[config.mk]
export PLATFORM = sky130hd
export DESIGN_NAME = fetch_unit
export DESIGN_NICKNAME = d
export VERILOG_FILES = /design/src/rtl/fetch_unit_pkg.sv /design/src/rtl/fetch_fifo.sv /design/src/rtl/fetch_unit.sv
export SDC_FILE = /design/constraint.sdc
export NUM_CORES = 1
export LEC_CHECK = 0
export ABC_AREA = 1
export BUFFER_PORTS_ARGS = -buffer_cell sky130_fd_sc_hd__buf_2
export CAP_MARGIN = 20
export CORE_MARGIN = 3
export CORE_UTILIZATION = 48
export CTS_CLUSTER_DIAMETER = 80
export CTS_CLUSTER_SIZE = 28
export DETAILED_ROUTE_END_ITERATION = 6
export PLACE_DENSITY = 0.68
export SYNTH_ARGS = -nofsm -noshare
export SYNTH_HDL_FRONTEND = slang
export SYNTH_HIERARCHICAL = 1
export SYNTH_SLANG_ARGS = --single-unit
[constraint.sdc]
create_clock -name clk -period 7.5 [get_ports clk]
set_clock_uncertainty 0.1 [all_clocks]
set_input_delay 1.125 -clock clk [delete_from_list [all_inputs] [get_ports clk]]
set_output_delay 1.125 -clock clk [all_outputs]
set_load 0.02 [all_outputs]
[src/rtl/fetch_unit_pkg.sv]
// Shared fetch-unit types and constants: address/instruction widths, PC step and the buffered entry layout.
package fetch_unit_pkg;

    localparam int ADDR_W  = 8;
    localparam int INST_W  = 32;
    localparam int PC_STEP = 4;

    localparam logic [INST_W-1:0] NOP = 32'h00000013;

    typedef struct packed {
        logic [ADDR_W-1:0] pc;
        logic [INST_W-1:0] inst;
    } fetch_entry_t;

    // Instructions are word aligned, so the low two address bits are dropped.
    function automatic logic [ADDR_W-1:0] align_pc(input logic [ADDR_W-1:0] addr);
        return {addr[ADDR_W-1:2], 2'b00};
    endfunction

endpackage

[src/rtl/fetch_fifo.sv]
// Two-entry fetch buffer with push/pop/flush; pointers and count are reset, stored entries are not.
module fetch_fifo
    import fetch_unit_pkg::*;
#(
    parameter int DEPTH = 2
) (
    input  logic         clk,
    input  logic         rst_n,
    input  logic         push,
    input  logic         pop,
    input  logic         flush,
    input  fetch_entry_t wr_entry,
    output logic [1:0]   count,
    output logic         full,
    output fetch_entry_t head_entry
);

    fetch_entry_t mem [2];
    logic         rd_ptr;
    logic         wr_ptr;
    logic [1:0]   count_q;

    always_ff @(posedge clk or negedge rst_n) begin
        if (!rst_n) begin
            rd_ptr  <= 1'b0;
            wr_ptr  <= 1'b0;
            count_q <= 2'd0;
        end else if (flush) begin
            rd_ptr  <= 1'b0;
            wr_ptr  <= 1'b0;
            count_q <= 2'd0;
        end else begin
            if (push) wr_ptr <= ~wr_ptr;
            if (pop)  rd_ptr <= ~rd_ptr;
            case ({push, pop})
                2'b10:   count_q <= count_q + 2'd1;
                2'b01:   count_q <= count_q - 2'd1;
                default: count_q <= count_q;
            endcase
        end
    end

    // Entry storage carries data only; validity is tracked by count_q.
    always_ff @(posedge clk) begin
        if (push && !flush) mem[wr_ptr] <= wr_entry;
    end

    assign count      = count_q;
    assign full       = (count_q == 2'(DEPTH));
    assign head_entry = mem[rd_ptr];

endmodule

[src/rtl/fetch_unit.sv]
// Instruction fetch front end: PC register, redirect handling and a two-entry buffer toward decode.
module fetch_unit
    import fetch_unit_pkg::*;
#(
    parameter logic [ADDR_W-1:0] RESET_PC = 8'h00,
    parameter int                DEPTH    = 2
) (
    input  logic              clk,
    input  logic              rst_n,
    input  logic              fetch_en,
    output logic [ADDR_W-1:0] imem_addr,
    input  logic [INST_W-1:0] imem_data,
    input  logic              redirect_valid,
    input  logic [ADDR_W-1:0] redirect_pc,
    output logic              inst_valid,
    input  logic              inst_ready,
    output logic [INST_W-1:0] inst_out,
    output logic [ADDR_W-1:0] pc_out,
    output logic              misalign
);

    logic [ADDR_W-1:0] pc_q;
    logic              misalign_p1;
    logic [1:0]        count;
    logic              full;
    logic              push;
    logic              pop;
    fetch_entry_t      wr_entry;
    fetch_entry_t      head_entry;

    assign inst_valid = (count != 2'd0);
    assign pop        = inst_valid && inst_ready;
    // A redirect wins over everything: no push on the flush edge.
    assign push       = fetch_en && !redirect_valid && (!full || pop);

    assign wr_entry.pc   = pc_q;
    assign wr_entry.inst = imem_data;

    fetch_fifo #(
        .DEPTH(DEPTH)
    ) u_fifo (
        .clk       (clk),
        .rst_n     (rst_n),
        .push      (push),
        .pop       (pop),
        .flush     (redirect_valid),
        .wr_entry  (wr_entry),
        .count     (count),
        .full      (full),
        .head_entry(head_entry)
    );

    // ---- stage p1: PC update and misalign flag ----
    always_ff @(posedge clk or negedge rst_n) begin
        if (!rst_n) begin
            pc_q        <= RESET_PC;
            misalign_p1 <= 1'b0;
        end else begin
            misalign_p1 <= redirect_valid && (redirect_pc[1:0] != 2'b00);
            if (redirect_valid) begin
                pc_q <= align_pc(redirect_pc);
            end else if (push) begin
                pc_q <= pc_q + ADDR_W'(PC_STEP);
            end
        end
    end

    assign imem_addr = pc_q;
    assign misalign  = misalign_p1;

    // Buffered data is not reset, so outputs are masked while the buffer is empty.
    assign inst_out = inst_valid ? head_entry.inst : '0;
    assign pc_out   = inst_valid ? head_entry.pc   : '0;

endmodule

==> metrics.csv, run 1 <==
metric,value,unit
status,"finished, final reports clean",
DR pass1 iterations,4,
Tightest Pin Transition,0.657,ns
Placement Rows,33,
required time of the critical path,6.27,ns
"most common cell after layout, fill and taps aside",buf_2,
"flops & latches, synth",91,
Leak,0.00223,uW
DR iter-0 viols,84,
Slew HR,56.1,%
clk buf depth,2,
Final Hold Violating Endpoints,0,
final wirelength,6850,um
final worst path period share,46.1,%
Synth Instances,307,
Setup crit end kind,primary output,
post-place setup slack,4.37,ns
Sink Count,91,
TNS Setup,0,ns
Yosys warnings,6,
crit start category,flip-flop,
Post-route DRC,0,
clk_lat worst skew,0.34,ns
Overflow after GRT,0,
sequential share of the synthesized area,65.1,%
worst r2r src,u_fifo/count[0],
I/O Pins,95,
HPWL Detailed,4930,um
Tmin final,3.46,ns
Layout fillers,666,
crit-path max FO,25,
Root Driver,clkbuf_8,
initial antenna violation count,0,
initial core utilization,49.8,%
Die H,98.6,um
Via density,4.64,
hold_buf cts,0,
"Design Area, Final",4890,um^2
Core ar.,8260,um^2
post-CTS sizing,0,
GRT Total Usage,14.9,%
post-layout net count,453,
Max-Cap Viols,0,
PwrDens,290,nW/um^2
Die W,98.6,um
clock-pin slew on the worst setup and hold paths,0.08,ns
DRT antenna net count,0,
hold_sp,imem_addr[7],
Area after DPL,4680,um^2
Mapped Area,4110,um^2
syn avg cell area,13.4,um^2
Vias,2401,
Post-CTS Setup Bufs,0,
CP Class,flip-flop to primary output,
CTS Buf Count,9,
Port-buffer cells,92,
pin count of the biggest net entering global routing,41,
ANT cells,0,
Final Max Tran Viols,0,
global-route wire length before repair,11500,um
WP data arrival,2.23,ns
vias in the first global route,2428,
Worst VDD drop,0.000125,V
synth unique cells,25,
DR WL/cell,13.3,um
CTS tree,done,
GPL Wtd Cong,0.886,
DIE AREA,9720,um^2
Max Freq,0.289,GHz
area grow syn2layout,18.9,%
Final Setup Violations,0,
"commonest cells after routing, fill and taps aside","buf_2 (92), edfxtp_1 (80), inv_1 (51)",
RSZ-0062 raised after global routing,false,
Final Worst Setup Slack,4.04,ns
depth of the CTS H-tree,3,
Worst Setup SP,u_fifo/rd_ptr,
Worst Hold Class,flip-flop to flip-flop,
layout cell share with drive strength beyond 1,39.8,%
final timing paths:
check / endpoint / slack [ns] / cells after the start
min: u_fifo/mem[0][39] / 0.47 / 0
min reg2reg: u_fifo/mem[0][39] / 0.47 / 0
min in group asynchronous: u_fifo/count[0] / 0.55 / 1
max: pc_out[6] / 4.04 / 5
max in group asynchronous: u_fifo/rd_ptr / 6.51 / 1
max reg2reg: u_fifo/mem[1][10] / 5.21 / 7
cells in the mapped netlist, drive strengths merged:
cell    number  area [um^2]
nand2       33          146
xor2         1         8.76
o21bai       1         7.51
conb         1         3.75
nand3       19         95.1
o21ai        2         10.0
dfrtp       11          275
buf         11          126
nand4        2         12.5
ha           1         12.5
xnor2        2         17.5
edfxtp      80         2400
nor2        45          169
a21oi        2         21.3
inv         56          213
mux2        40          593
worst max-delay path, stage by stage, from the launching register on:
cell and delay, ns:
dfrtp_2 0.71, buf_4 0.51, mux2_2 0.39, inv_1 0.06, nor2_1 0.04, buf_2 0.18
metal layers:
layer  global-route usage [%]  part of all wire, %  up-vias  wire length, um
li1                         -                    -     1210                -
met1                     19.3                   44     1116             2990
met2                     25.1                   50       69             3440
met3                     2.97                  5.4        6              370
met4                     5.04                 0.80        0               55
met5                        0                    0        -                0
power breakdown:
part           internal (uW)  switching (uW)
clock network            188             158
logic                    172             283
registers                585            33.1
total                    945             474
flip-flops by register name (all words and copies together) (netlist names):
register / count
misalign: 1
u_fifo/count: 2
imem_addr: 6
u_fifo/wr_ptr: 1
u_fifo/rd_ptr: 1
u_fifo/mem: 80
cell type report:
class                      count  area [um^2]  share of cell area, %
multi-input combinational    154         1130                   23.1
clock buffer                  10          128                   2.61
sequential                    91         2680                   54.7
clock inverter                 6         88.8                   1.82
inverter                      56          213                   4.35
timing repair buffer          95          523                   10.7
tap                          105          131                   2.68
cell families (layout without fill, tap and decap cells):
logic type,after synthesis,count (layout),share of synthesized area [%]
flops,91,91,65.1
fa+ha+maj,1,1,0.304
buf+inv,67,167,8.24
compound gates,5,5,0.943
other cells,1,6,0.0912
simple gates,99,99,10.3
mux,40,40,14.4
xor+xnor,3,3,0.639
metrics by stage:
stage          util (%)  hold slack [ns]  power, uW  cells
2_1_floorplan         -            0.381        974    312
3_5_place_dp       56.6            0.461       1090    501
4_1_cts            59.3            0.483       1440    517
3_3_place_gp       56.0            0.443       1080    499
6_report           59.3            0.474       1420    517
5_1_grt            59.3            0.507       1490    517
(Power assumes the default switching activity.)
==> run 2: changes to the inputs <==
--- a/config.mk
+++ b/config.mk
@@ -13,7 +13,7 @@
 export CTS_CLUSTER_DIAMETER = 80
 export CTS_CLUSTER_SIZE = 28
 export DETAILED_ROUTE_END_ITERATION = 6
-export PLACE_DENSITY = 0.68
+export PLACE_DENSITY = 0.71
 export SYNTH_ARGS = -nofsm -noshare
 export SYNTH_HDL_FRONTEND = slang
 export SYNTH_HIERARCHICAL = 1
==> constraint.sdc (replaced) <==
create_clock -name clk -period 2.96 [get_ports clk]
set_clock_uncertainty 0.1 [all_clocks]
set_input_delay 0.444 -clock clk [delete_from_list [all_inputs] [get_ports clk]]
set_output_delay 0.444 -clock clk [all_outputs]
set_load 0.02 [all_outputs]
==> metrics.csv, run 2 (synthesized netlist as in run 1, its figures left out) <==
metric,value,unit,change
status,"finished, final reports clean",,
depth of the CTS H-tree,3,,unchanged
CTS Buf Count,9,,unchanged
Sink Count,91,,unchanged
Core ar.,8260,um^2,unchanged
Overflow after GRT,0,,unchanged
met2 WL,3300,um,-4.0%
vias in the first global route,2354,,-3.0%
pin count of the biggest net entering global routing,41,,unchanged
Placement Rows,33,,unchanged
Worst VDD drop,0.000351,V,+180%
ANT cells,0,,unchanged
post-layout net count,454,,+0.22%
Comb pwr share,32.9,%,+0.8 points
Port-buffer cells,92,,unchanged
WL met3,429,um,+16%
area grow syn2layout,18.6,%,
global-route wire length before repair,11200,um,-2.6%
WP data arrival,1.94,ns,-0.29 ns
Final Setup Violations,0,,unchanged
"commonest cells after routing, fill and taps aside","buf_2 (92), edfxtp_1 (80), inv_1 (51)",,
Tightest Pin Transition,0.657,ns,-0.000434 ns
RSZ-0062 raised after global routing,false,,
top sig layer,met5,,
DR iter-0 viols,83,,-1.2%
CP Class,flip-flop to primary output,,
hold_buf cts,1,,+1
Max Freq,0.403,GHz,
GRT Total Usage,14.5,%,-0.39 points
Finished Layout Cells,518,,+0.19%
HPWL Detailed,4800,um,-2.6%
clk buf depth,2,,unchanged
GPL Wtd Cong,0.840,,-5.2%
DRT antenna net count,0,,unchanged
number of flip-flops in the largest register,80,,unchanged
final worst path period share,83.9,%,
DR pass1 iterations,4,,unchanged
Placed Cells,501,,unchanged
DIE AREA,9720,um^2,unchanged
Die H,98.6,um,unchanged
Die W,98.6,um,unchanged
Vias,2393,,-0.33%
Multi-input gate area,1130,um^2,unchanged
clk_lat worst skew,0.34,ns,about the same
Layout fillers,659,,-1.1%
Tmin final,2.48,ns,
Storage cell area,2680,um^2,unchanged
required time of the critical path,2.42,ns,-3.85 ns
switching pwr,1200,uW,+150%
Post-route DRC,0,,unchanged
routed length on met1,2930,um,-2.1%
Largest Register,u_fifo/mem,,
Pint,2310,uW,+140%
Max-Cap Viols,0,,unchanged
clock-pin slew on the worst setup and hold paths,0.09,ns,about the same
PwrDens,720,nW/um^2,+150%
CTS tree,done,,
Reg power frac,44.6,%,+1.0 points
Clk pwr share,22.5,%,-1.9 points
initial antenna violation count,1,,+1
initial core utilization,49.8,%,unchanged
Final Max Tran Viols,0,,unchanged
Via density,4.62,,-0.53%
Worst Hold Class,primary input to flip-flop,,
switching share of power,34.3,%,+0.85 points
Setup crit end kind,primary output,,
crit-path max FO,27,,+8.0%
TNS Setup,0,ns,unchanged
Final Worst Setup Slack,0.476,ns,-3.57 ns
layout cell share with drive strength beyond 1,39.5,%,-0.34 points
Root Driver,clkbuf_8,,
Leak,0.00221,uW,-0.69%
Final Hold Violating Endpoints,0,,unchanged
Post-CTS Setup Bufs,0,,unchanged
"most common cell after layout, fill and taps aside",buf_2,,
final wirelength,6780,um,-1.1%
I/O Pins,95,,unchanged
crit start category,flip-flop,,
DR WL/cell,13.1,um,-1.3%
post-place setup slack,0.699,ns,-3.67 ns
Slew HR,56.1,%,+0.069 points
post-CTS sizing,0,,unchanged
## run 2: metal layers
metal  up-vias  GRT usage (%)
li1       1204              -
met1      1101           18.4
met2        74           24.1
met4         2           5.67
met3        12           3.40
met5         -              0
## run 2: critical path, cell delays in order (launching register included)
cell and delay [ns]:
dfrtp_2 0.68, buf_12 0.30, mux2_4 0.32, inv_1 0.07, nor2_1 0.04, buf_2 0.18
## run 2: power groups by stage
| stage | logic [uW] | clock network [uW] | registers (uW) |
|---|---|---|---|
| floorplan | 892 | 0 | 1580 |
| finish | 1150 | 791 | 1560 |
| global route | 1270 | 856 | 1580 |
| detailed placement | 1170 | 0 | 1590 |
| CTS | 1170 | 812 | 1560 |
| global placement | 1150 | 0 | 1590 |
## run 2: per-stage QoR
step / power (uW) / area (um^2) / utilization, % / hold slack (ns)
floorplan: 2470 / 4130 / - / 0.0484
global placement: 2740 / 4670 / 56.6 / 0.229
detailed placement: 2760 / 4670 / 56.6 / 0.229
CTS: 3550 / 4880 / 59.1 / 0.168
global route: 3700 / 4880 / 59.1 / 0.170
finish: 3510 / 4880 / 59.1 / 0.182
## run 2: path summary, 6_finish.rpt
check                      slack, ns                 to  cells past startpoint            start
max reg2reg                     0.81  u_fifo/mem[0][34]                      7  u_fifo/count[0]
max                             0.48          pc_out[3]                      5    u_fifo/rd_ptr
max in group asynchronous       2.14      u_fifo/rd_ptr                      2            rst_n
min reg2reg                     0.49      u_fifo/wr_ptr                      1    u_fifo/wr_ptr
min in group asynchronous       0.40           misalign                      2            rst_n
min                             0.18  u_fifo/mem[0][19]                      1    imem_data[19]
## run 2: layout make-up
cell class | instances | share of cell area (%)
Timing Repair Buffer | 96 | 10.9
Inverter | 56 | 4.36
Multi-Input combinational cell | 154 | 23.2
Clock buffer | 9 | 2.54
Sequential cell | 91 | 54.9
Clock inverter | 7 | 1.41
Tap cell | 105 | 2.69
